$ cat src/rtl/regfile_wb_arbiter.sv
// regfile_wb_arbiter: round-robin sharing of the register-file write port between two writeback requesters
module regfile_wb_arbiter #(
  parameter int DATA_W  = 16,
  parameter int ADDR_W  = 4,
  parameter int TIMEOUT = 15
) (
  input  logic              clk,
  input  logic              rst,
  input  logic              req0,
  input  logic [ADDR_W-1:0] dest0,
  input  logic [DATA_W-1:0] val0,
  output logic              ack0,
  input  logic              req1,
  input  logic [ADDR_W-1:0] dest1,
  input  logic [DATA_W-1:0] val1,
  output logic              ack1,
  output logic [ADDR_W-1:0] destReg,
  output logic [DATA_W-1:0] destVal,
  output logic              storeNow,
  input  logic              storeDone,
  output logic              busy,
  output logic              timeout_err
);
  localparam int CW = TIMEOUT > 0 ? $clog2(TIMEOUT + 1) : 1;
  typedef enum logic [1:0] {IDLE, STORE, RELEASE} state_t;
  state_t state, stateNxt;
  logic prio, prioNxt, win, winNxt, pick1, expired;
  logic [CW-1:0] cnt, cntNxt;
  logic [ADDR_W-1:0] destRegNxt;
  logic [DATA_W-1:0] destValNxt;
  logic storeNowNxt, ack0Nxt, ack1Nxt, errNxt;
  // a tie goes to port[prio]; a lone requester always wins
  assign pick1 = req1 & (~req0 | prio);
  assign expired = (TIMEOUT != 0) && (cnt == CW'(TIMEOUT - 1));
  assign busy = state != IDLE;
  always_comb begin
    stateNxt = state;
    prioNxt = prio;
    winNxt = win;
    cntNxt = cnt + 1'b1;
    destRegNxt = destReg;
    destValNxt = destVal;
    storeNowNxt = storeNow;
    ack0Nxt = 1'b0;
    ack1Nxt = 1'b0;
    errNxt = timeout_err;
    case (state)
      IDLE: begin
        cntNxt = '0;
        if (req0 | req1) begin
          stateNxt = STORE;
          winNxt = pick1;
          destRegNxt = pick1 ? dest1 : dest0;
          destValNxt = pick1 ? val1 : val0;
          storeNowNxt = 1'b1;
        end
      end
      STORE: if (storeDone | expired) begin
        stateNxt = RELEASE;
        storeNowNxt = 1'b0;
        prioNxt = ~win;
        cntNxt = '0;
        ack0Nxt = storeDone & ~win;
        ack1Nxt = storeDone & win;
        errNxt = timeout_err | ~storeDone;
      end
      RELEASE: if (~storeDone | expired) begin
        stateNxt = IDLE;
        cntNxt = '0;
        errNxt = timeout_err | storeDone;
      end
      default: stateNxt = IDLE;
    endcase
  end
  always_ff @(posedge clk or negedge rst) begin
    if (!rst) begin
      state <= IDLE;
      prio <= 1'b0;
      win <= 1'b0;
      cnt <= '0;
      destReg <= '0;
      destVal <= '0;
      storeNow <= 1'b0;
      ack0 <= 1'b0;
      ack1 <= 1'b0;
      timeout_err <= 1'b0;
    end else begin
      state <= stateNxt;
      prio <= prioNxt;
      win <= winNxt;
      cnt <= cntNxt;
      destReg <= destRegNxt;
      destVal <= destValNxt;
      storeNow <= storeNowNxt;
      ack0 <= ack0Nxt;
      ack1 <= ack1Nxt;
      timeout_err <= errNxt;
    end
  end
endmodule

$ cat config.mk
export PLATFORM = sky130hd
export DESIGN_NAME = regfile_wb_arbiter
export DESIGN_NICKNAME = d
export VERILOG_FILES = /design/src/rtl/regfile_wb_arbiter.sv
export SDC_FILE = /design/constraint.sdc
export NUM_CORES = 1
export LEC_CHECK = 0
export CORE_ASPECT_RATIO = 1.5
export CORE_MARGIN = 5
export CORE_UTILIZATION = 44
export CTS_CLUSTER_DIAMETER = 120
export CTS_CLUSTER_SIZE = 28
export DETAILED_ROUTE_END_ITERATION = 10
export PLACE_DENSITY = 0.81
export SLEW_MARGIN = 40
export SYNTH_ARGS = -nofsm -noshare
export SYNTH_HDL_FRONTEND = slang
export SYNTH_SLANG_ARGS = --single-unit
export TNS_END_PERCENT = 10
$ cat constraint.sdc
create_clock -name clk -period 2.4 [get_ports clk]
set_clock_uncertainty 0.05 [all_clocks]
set_input_delay 0.48 -clock clk [delete_from_list [all_inputs] [get_ports clk]]
set_output_delay 0.48 -clock clk [all_outputs]
set_load 0.005 [all_outputs]
==> results of run 1 <==
area by class of cell:
| class | count | area (µm²) |
|---|---|---|
| Fill cell | 283 | 1060 |
| Multi-Input combinational cell | 114 | 658 |
| Tap cell | 42 | 52.6 |
| Sequential cell | 32 | 801 |
| Clock buffer | 6 | 82.6 |
| Clock inverter | 2 | 10.0 |
| Timing Repair Buffer | 75 | 736 |
| Inverter | 4 | 15.0 |
cells by family (layout without fill, tap and decap cells):
kind of cell	count (synthesis)	in the layout	share of synthesized area
adder cells (fa/ha/maj)	2	2	0.0161
AND/OR/NAND/NOR	39	39	0.131
flip-flops	32	32	0.515
buffers and inverters	18	87	0.0619
AO/OA/AOI/OAI	69	69	0.252
multiplexers	2	2	0.0129
XOR/XNOR	2	2	0.0113
metal layers:
metal / vias up / part of all wire / global-route usage
met5: - / 0 / 0
li1: 731 / - / -
met4: 0 / 0.022 / 0.0907
met3: 7 / 0.077 / 0.0699
met1: 747 / 0.39 / 0.186
met2: 54 / 0.51 / 0.326
report_power, final:
group / switching [mW] / internal, mW
Sequential: 0.155 / 0.779
Clock: 0.198 / 0.229
Combinational: 0.528 / 0.642
Total: 0.881 / 1.65
worst paths after layout:
kind                               end        start  slack, ns
setup / recovery                  busy     state[0]       0.44
hold / removal             timeout_err  timeout_err       0.42
setup reg to reg            destVal[4]     state[1]       0.92
hold reg to reg            timeout_err  timeout_err       0.42
max in group asynchronous       cnt[2]          rst       1.47
min in group asynchronous  timeout_err          rst       0.54
state kept, by name, summed over array words and instances, names as in the netlist, 2 cells and up:
name	flops
state	2
destReg	4
destVal	16
cnt	4
worst max-delay path: stages (launching register included):
cell and delay [ns]:
dfrtp_1 0.45, nor2_2 0.07, inv_2 0.10, clkdlybuf4s50_1 0.52
placed cells by master, fill, tap and decap left out, types with 6 or more instances in the layout:
master	n
a21oi_1	20
a31oi_1	20
buf_4	6
clkbuf_8	6
clkdlybuf4s50_1	69
dfrtp_1	32
nand3_1	21
nor2_1	7
o21ai_0	12
o21ai_1	9
==> results.md, run 1 <==
- Status: finished, final reports clean
- Synth top area share: 0.515
- RePlAce Congestion: between 0.8 and 0.9
- Largest fanout on the critical path: 7
- 1st-pass router iterations: 4
- Pins over their slew limit: 0
- Avg Inst Size Synth: between 9 and 10 µm²
- Post-synth EDFFs: 0
- Relative slew slack: 0.530
- Asr flop ratio synth: 1.00
- DRC: 0
- CP Capture Type: output pin
- Min setup slack post-route: 0.441 ns
- Starting DRT DRC Count: 39
- CTS root buffer: clkbuf_8
- Tcrit/Tclk final: 0.816
- Die H: 82.8 µm
- Post_cts resized: 0
- Hold buffer count at cts: 0
- R2R depth: 4
- Final #Nets: between 200 and 300
- Vias in the first global route: 1523
- Largest net degree at the start of global routing: 33
- First-pass GRT wire length: 6890 µm
- DRT antenna net count: 0
- CTS H-tree lvls: 2
- Crit path required time: 1.87 ns
- CTS buffer count: 5
- Worst-Margin Slew: 0.706 ns
- Max Cap Violations: 0
- Power Total: 2.53 mW
- CTS tree: done
- Finished Cell Area: ~0.0024 mm²
- I/O pins: 70
- Dpl cell area: 0.00226 mm²
- Register area share after synthesis: 0.515
- CTS clk-pin slew, worst paths: approximately 0.070 ns
- Synthesis-stage register bit count: 32
- Core Area: 0.00342 mm²
- DR vias: 1539
- CTS max path bufs: 2
- Hold depth: 1
- Largest area contributor in the netlist: dfrtp_1
- Netlist Area Pre-Place: 0.00156 mm²
- Ant diodes: 0
- DR WL/cell: 16.0 µm
- Cell Pwr Density: about 1100 mW/mm²
- Layout area overhead: 51.4%
- Post-Synthesis Cells: 164
- Vias per cell: 5.60
- Post-detail-place hpwl: 3040 µm
- Top cells by area, synth: dfrtp_1, a31oi_1, nand3_1, a21oi_1, o21ai_0
- Worst Path Class, Setup: flip-flop to output pin
- Die area: about 0.0048 mm²
- Rows: 26
- Crit path launch type: flip-flop
- IO Port Bufs: 69
- Share of post-route cells with drive strength above 1: 0.0858
- WHS: 0.420 ns
- Inst Count DP: 267
- Netlist cell types: 30
- Critical Path AT: 1.43 ns
- Post-synth top cells: dfrtp_1, nand3_1, a21oi_1, a31oi_1, o21ai_0
- Clk Latency, worst-skew pair: 0.28 ns
- Tmin final: 1.96 ns
- Final Hold Vio Count: 0
- Count leader, synth: dfrtp_1
- Initial antenna violation count: 0
- Post CTS Setup Buffer Count: 0
- Setup TNS: 0 ns
- RSZ-0062 raised after global routing: false
- Initial Util: 0.455
- Die width: ~59 µm
- Final Util: 0.689
- Pre-CTS WS: 0.338 ns
- Yosys warnings: 0
- Fin cells: between 200 and 300
- Post-Route WL: 4400 µm
- Syn nets: 211
- Maximum VDD drop: 0.970 mV
- Fmax: roughly 500 MHz
- Count of final setup violators: 0
- Total GRT Usage: 0.187
- Min-Delay Path Class: flip-flop to flip-flop
- Main synth FF type: dfrtp_1
- Clock sink count: 32
- P_leak: 0.976 nW
- Total grt overflow: 0
Note: power is estimated with default switching activity, not from simulation.
==> run 2: changes to the inputs <==
- CORE_UTILIZATION: 44 -> 37
- PLACE_DENSITY: 0.81 -> 0.72
- clock period: 2.4 -> 1.7 ns (I/O delays scaled with it)
==> results.md, run 2 (synthesis gave the netlist of run 1 again) <==
- CP Buf/Inv Count: 1 (was 2)
- Pins over their slew limit: 0 (unchanged)
- Worst-Margin Slew: 0.519 ns (was 0.706 ns)
- Cell Pwr Density: 1560 mW/mm² (was 1070 mW/mm²)
- DRT antenna net count: 0 (unchanged)
- Largest fanout on the critical path: 2 (was 7)
- First-pass GRT wire length: 7000 µm (was 6890 µm)
- Die H: 89.4 µm (was 82.8 µm)
- Largest register FFs: 16 (unchanged)
- Critical path's largest stage delay: 0.51 ns (was 0.52 ns)
- RePlAce Congestion: 0.764 (was 0.878)
- CP Capture Type: output pin (unchanged)
- Initial antenna violation count: 0 (unchanged)
- R2R Path End: cnt[3] (was destVal[4])
- Crit path required time: 1.31 ns (was 1.87 ns)
- Sw Ratio: 0.327 (was 0.348)
- Min-Delay Path Class: input port to asynchronous set/reset pin (was flip-flop to flip-flop)
- Maximum VDD drop: 1.16 mV (was 0.970 mV)
- Core Area: 0.00414 mm² (was 0.00342 mm²)
- Crit-path slowest cell: clkdlybuf4s50_1 (unchanged)
- Min setup slack post-route: 0.142 ns (was 0.441 ns)
- CP top delay family: buffers and inverters (unchanged)
- Most common cell after layout, fill and taps aside: clkdlybuf4s50_1 (unchanged)
- Combinational share of power: 0.455 (was 0.462)
- Psw: 1.25 mW (was 0.881 mW)
- Initial Util: 0.376 (was 0.455)
- CTS H-tree lvls: 2 (unchanged)
- WHS: 0.400 ns (was 0.420 ns)
- CTS tree: done (unchanged)
- IO Port Bufs: 69 (unchanged)
- CTS root buffer: clkbuf_8 (unchanged)
- Starting DRT DRC Count: 53 (was 39)
- Critical Path AT: 1.17 ns (was 1.43 ns)
- Flop pwr share: 0.340 (was 0.369)
- Final Hold Vio Count: 0 (unchanged)
- Most frequent cells in the layout: clkdlybuf4s50_1, dfrtp_1, nand3_1 (unchanged)
- Final #Nets: 283 (was 279)
- Pint: 2.58 mW (was 1.65 mW)
- Biggest regs: destVal x16, cnt x4, destReg x4 (unchanged)
- CTS clk-pin slew, worst paths: 0.07 ns (about the same)
- Max Cap Violations: 0 (unchanged)
- I/O pins: 70 (unchanged)
- Total GRT Usage: 0.158 (was 0.187)
- Largest net degree at the start of global routing: 33 (unchanged)
- DR WL/cell: 15.7 µm (was 16.0 µm)
- Tcrit/Tclk final: 0.916
- Relative slew slack: 0.653 (was 0.530)
- R2R Path Start: cnt[0] (was state[1])
- R2R depth: 5 (was 4)
- Clock share of power: 0.205 (was 0.169)
- Tmin final: 1.56 ns
- Crit path launch type: flip-flop (unchanged)
- Total grt overflow: 0 (unchanged)
- 1st-pass router iterations: 4 (unchanged)
- Top reg by flops: destVal (unchanged)
- P_leak: 1.02 nW (was 0.976 nW)
- DRC: 0 (unchanged)
- Post-detail-place hpwl: 3150 µm (was 3040 µm)
- Hold buffer count at cts: 0 (unchanged)
- Pre-CTS WS: -0.111 ns (was 0.338 ns)
- Share of post-route cells with drive strength above 1: 0.101 (was 0.0858)
- Clock sink count: 32 (unchanged)
- Clk Latency, worst-skew pair: 0.27 ns (was 0.28 ns)
- RSZ-0062 raised after global routing: false (unchanged)
- Vias per cell: 5.29 (was 5.60)
- Layout area overhead: 58.2% (was 51.4%)
- DR vias: 1497 (was 1539)
- Ant diodes: 0 (unchanged)
- Count of final setup violators: 0 (unchanged)
- CTS buffer count: 5 (unchanged)
- Fmax: 642 MHz
- Die width: 62.9 µm (was 58.5 µm)
- Reg2reg setup slack: 0.24 ns (was 0.92 ns)
- Sequence of cells on the critical path: clkdlybuf4s50_1 (was nor2_2, inv_2, clkdlybuf4s50_1)
- CTS max path bufs: 2 (unchanged)
- Fill cell count: 383 (was 283)
- Post-Route WL: 4440 µm (was 4400 µm)
- Worst Path Class, Setup: flip-flop to output pin (unchanged)
- Vias in the first global route: 1538 (was 1523)
- Status: finished, final reports clean (unchanged)
- Die area: 0.00563 mm² (was 0.00485 mm²)
- Rows: 29 (was 26)
## run 2: changes by cell type in the layout (fill, tap and decap cells not counted), sizes merged
cell | previous run | this run
clkinv | 2 | 0
clkdlybuf4s50 | 69 | 68
clkbuf | 6 | 7
buf | 6 | 10
dlygate4sd2 | 0 | 1
bufinv | 0 | 1
## run 2: final cells by class
cell class | instances | area (µm²) | share of cell area
multi-input cells | 114 | 658 | 0.268
inverters | 4 | 15.0 | 0.00610
repair buffers | 79 | 802 | 0.326
clock buffers | 7 | 96.3 | 0.0392
well taps | 46 | 57.6 | 0.0234
flip-flops and latches | 32 | 801 | 0.326
clock inverters | 1 | 30.0 | 0.0122
## run 2: how the worst max path moves through the flow
stage | slack (ns) | to | cells past startpoint | from
final | 0.14 | storeNow | 1 | storeNow
after global placement | -0.12 | destVal[7] | 5 | req1
after CTS | 0.13 | storeNow | 1 | storeNow
after floorplan | 0.39 | cnt[2] | 5 | cnt[0]
after global routing | 0.08 | destVal[15] | 5 | req1
after detailed placement | -0.11 | destVal[15] | 5 | req1
## run 2: power groups by stage
stage	Sequential, mW	Clock [mW]	Combinational, mW
CTS	1.31	0.800	1.76
detailed placement	1.33	0	1.74
global placement	1.32	0	1.72
global route	1.35	0.835	1.94
finish	1.30	0.787	1.74
floorplan	1.32	0	0.822
## run 2: repair_timing
| action | CTS | global route |
|---|---|---|
| buffers inserted | 1 | 0 |
| endpoints found under the setup margin | 1 | 0 |
| hold endpoints to repair | 0 | 0 |
| gates resized for setup | 1 | 0 |
## run 2: per-layer routing
layer  vias up  wire, µm  global-route usage
met5         -         0                   0
li1        739         -                   -
met3         4       263              0.0415
met1       703      1680               0.172
met2        51      2440               0.293
met4         0        62              0.0618
## run 2: per-stage QoR
step	instance area [µm²]	utilization	setup TNS [ns]	instances	power, mW
2_1_floorplan	1560	-	0	164	2.14
3_3_place_gp	2330	0.563	-1.04	274	3.04
3_5_place_dp	2330	0.563	-1.28	274	3.07
4_1_cts	2460	0.595	0	283	3.87
5_1_grt	2460	0.595	0	283	4.12
6_report	2460	0.595	0	283	3.83
==> run 3: changes to the inputs <==
- HOLD_SLACK_MARGIN: default -> 0.08
==> results of run 3 <==
The final DEF is identical to that of run 2; final timing and power are the same.
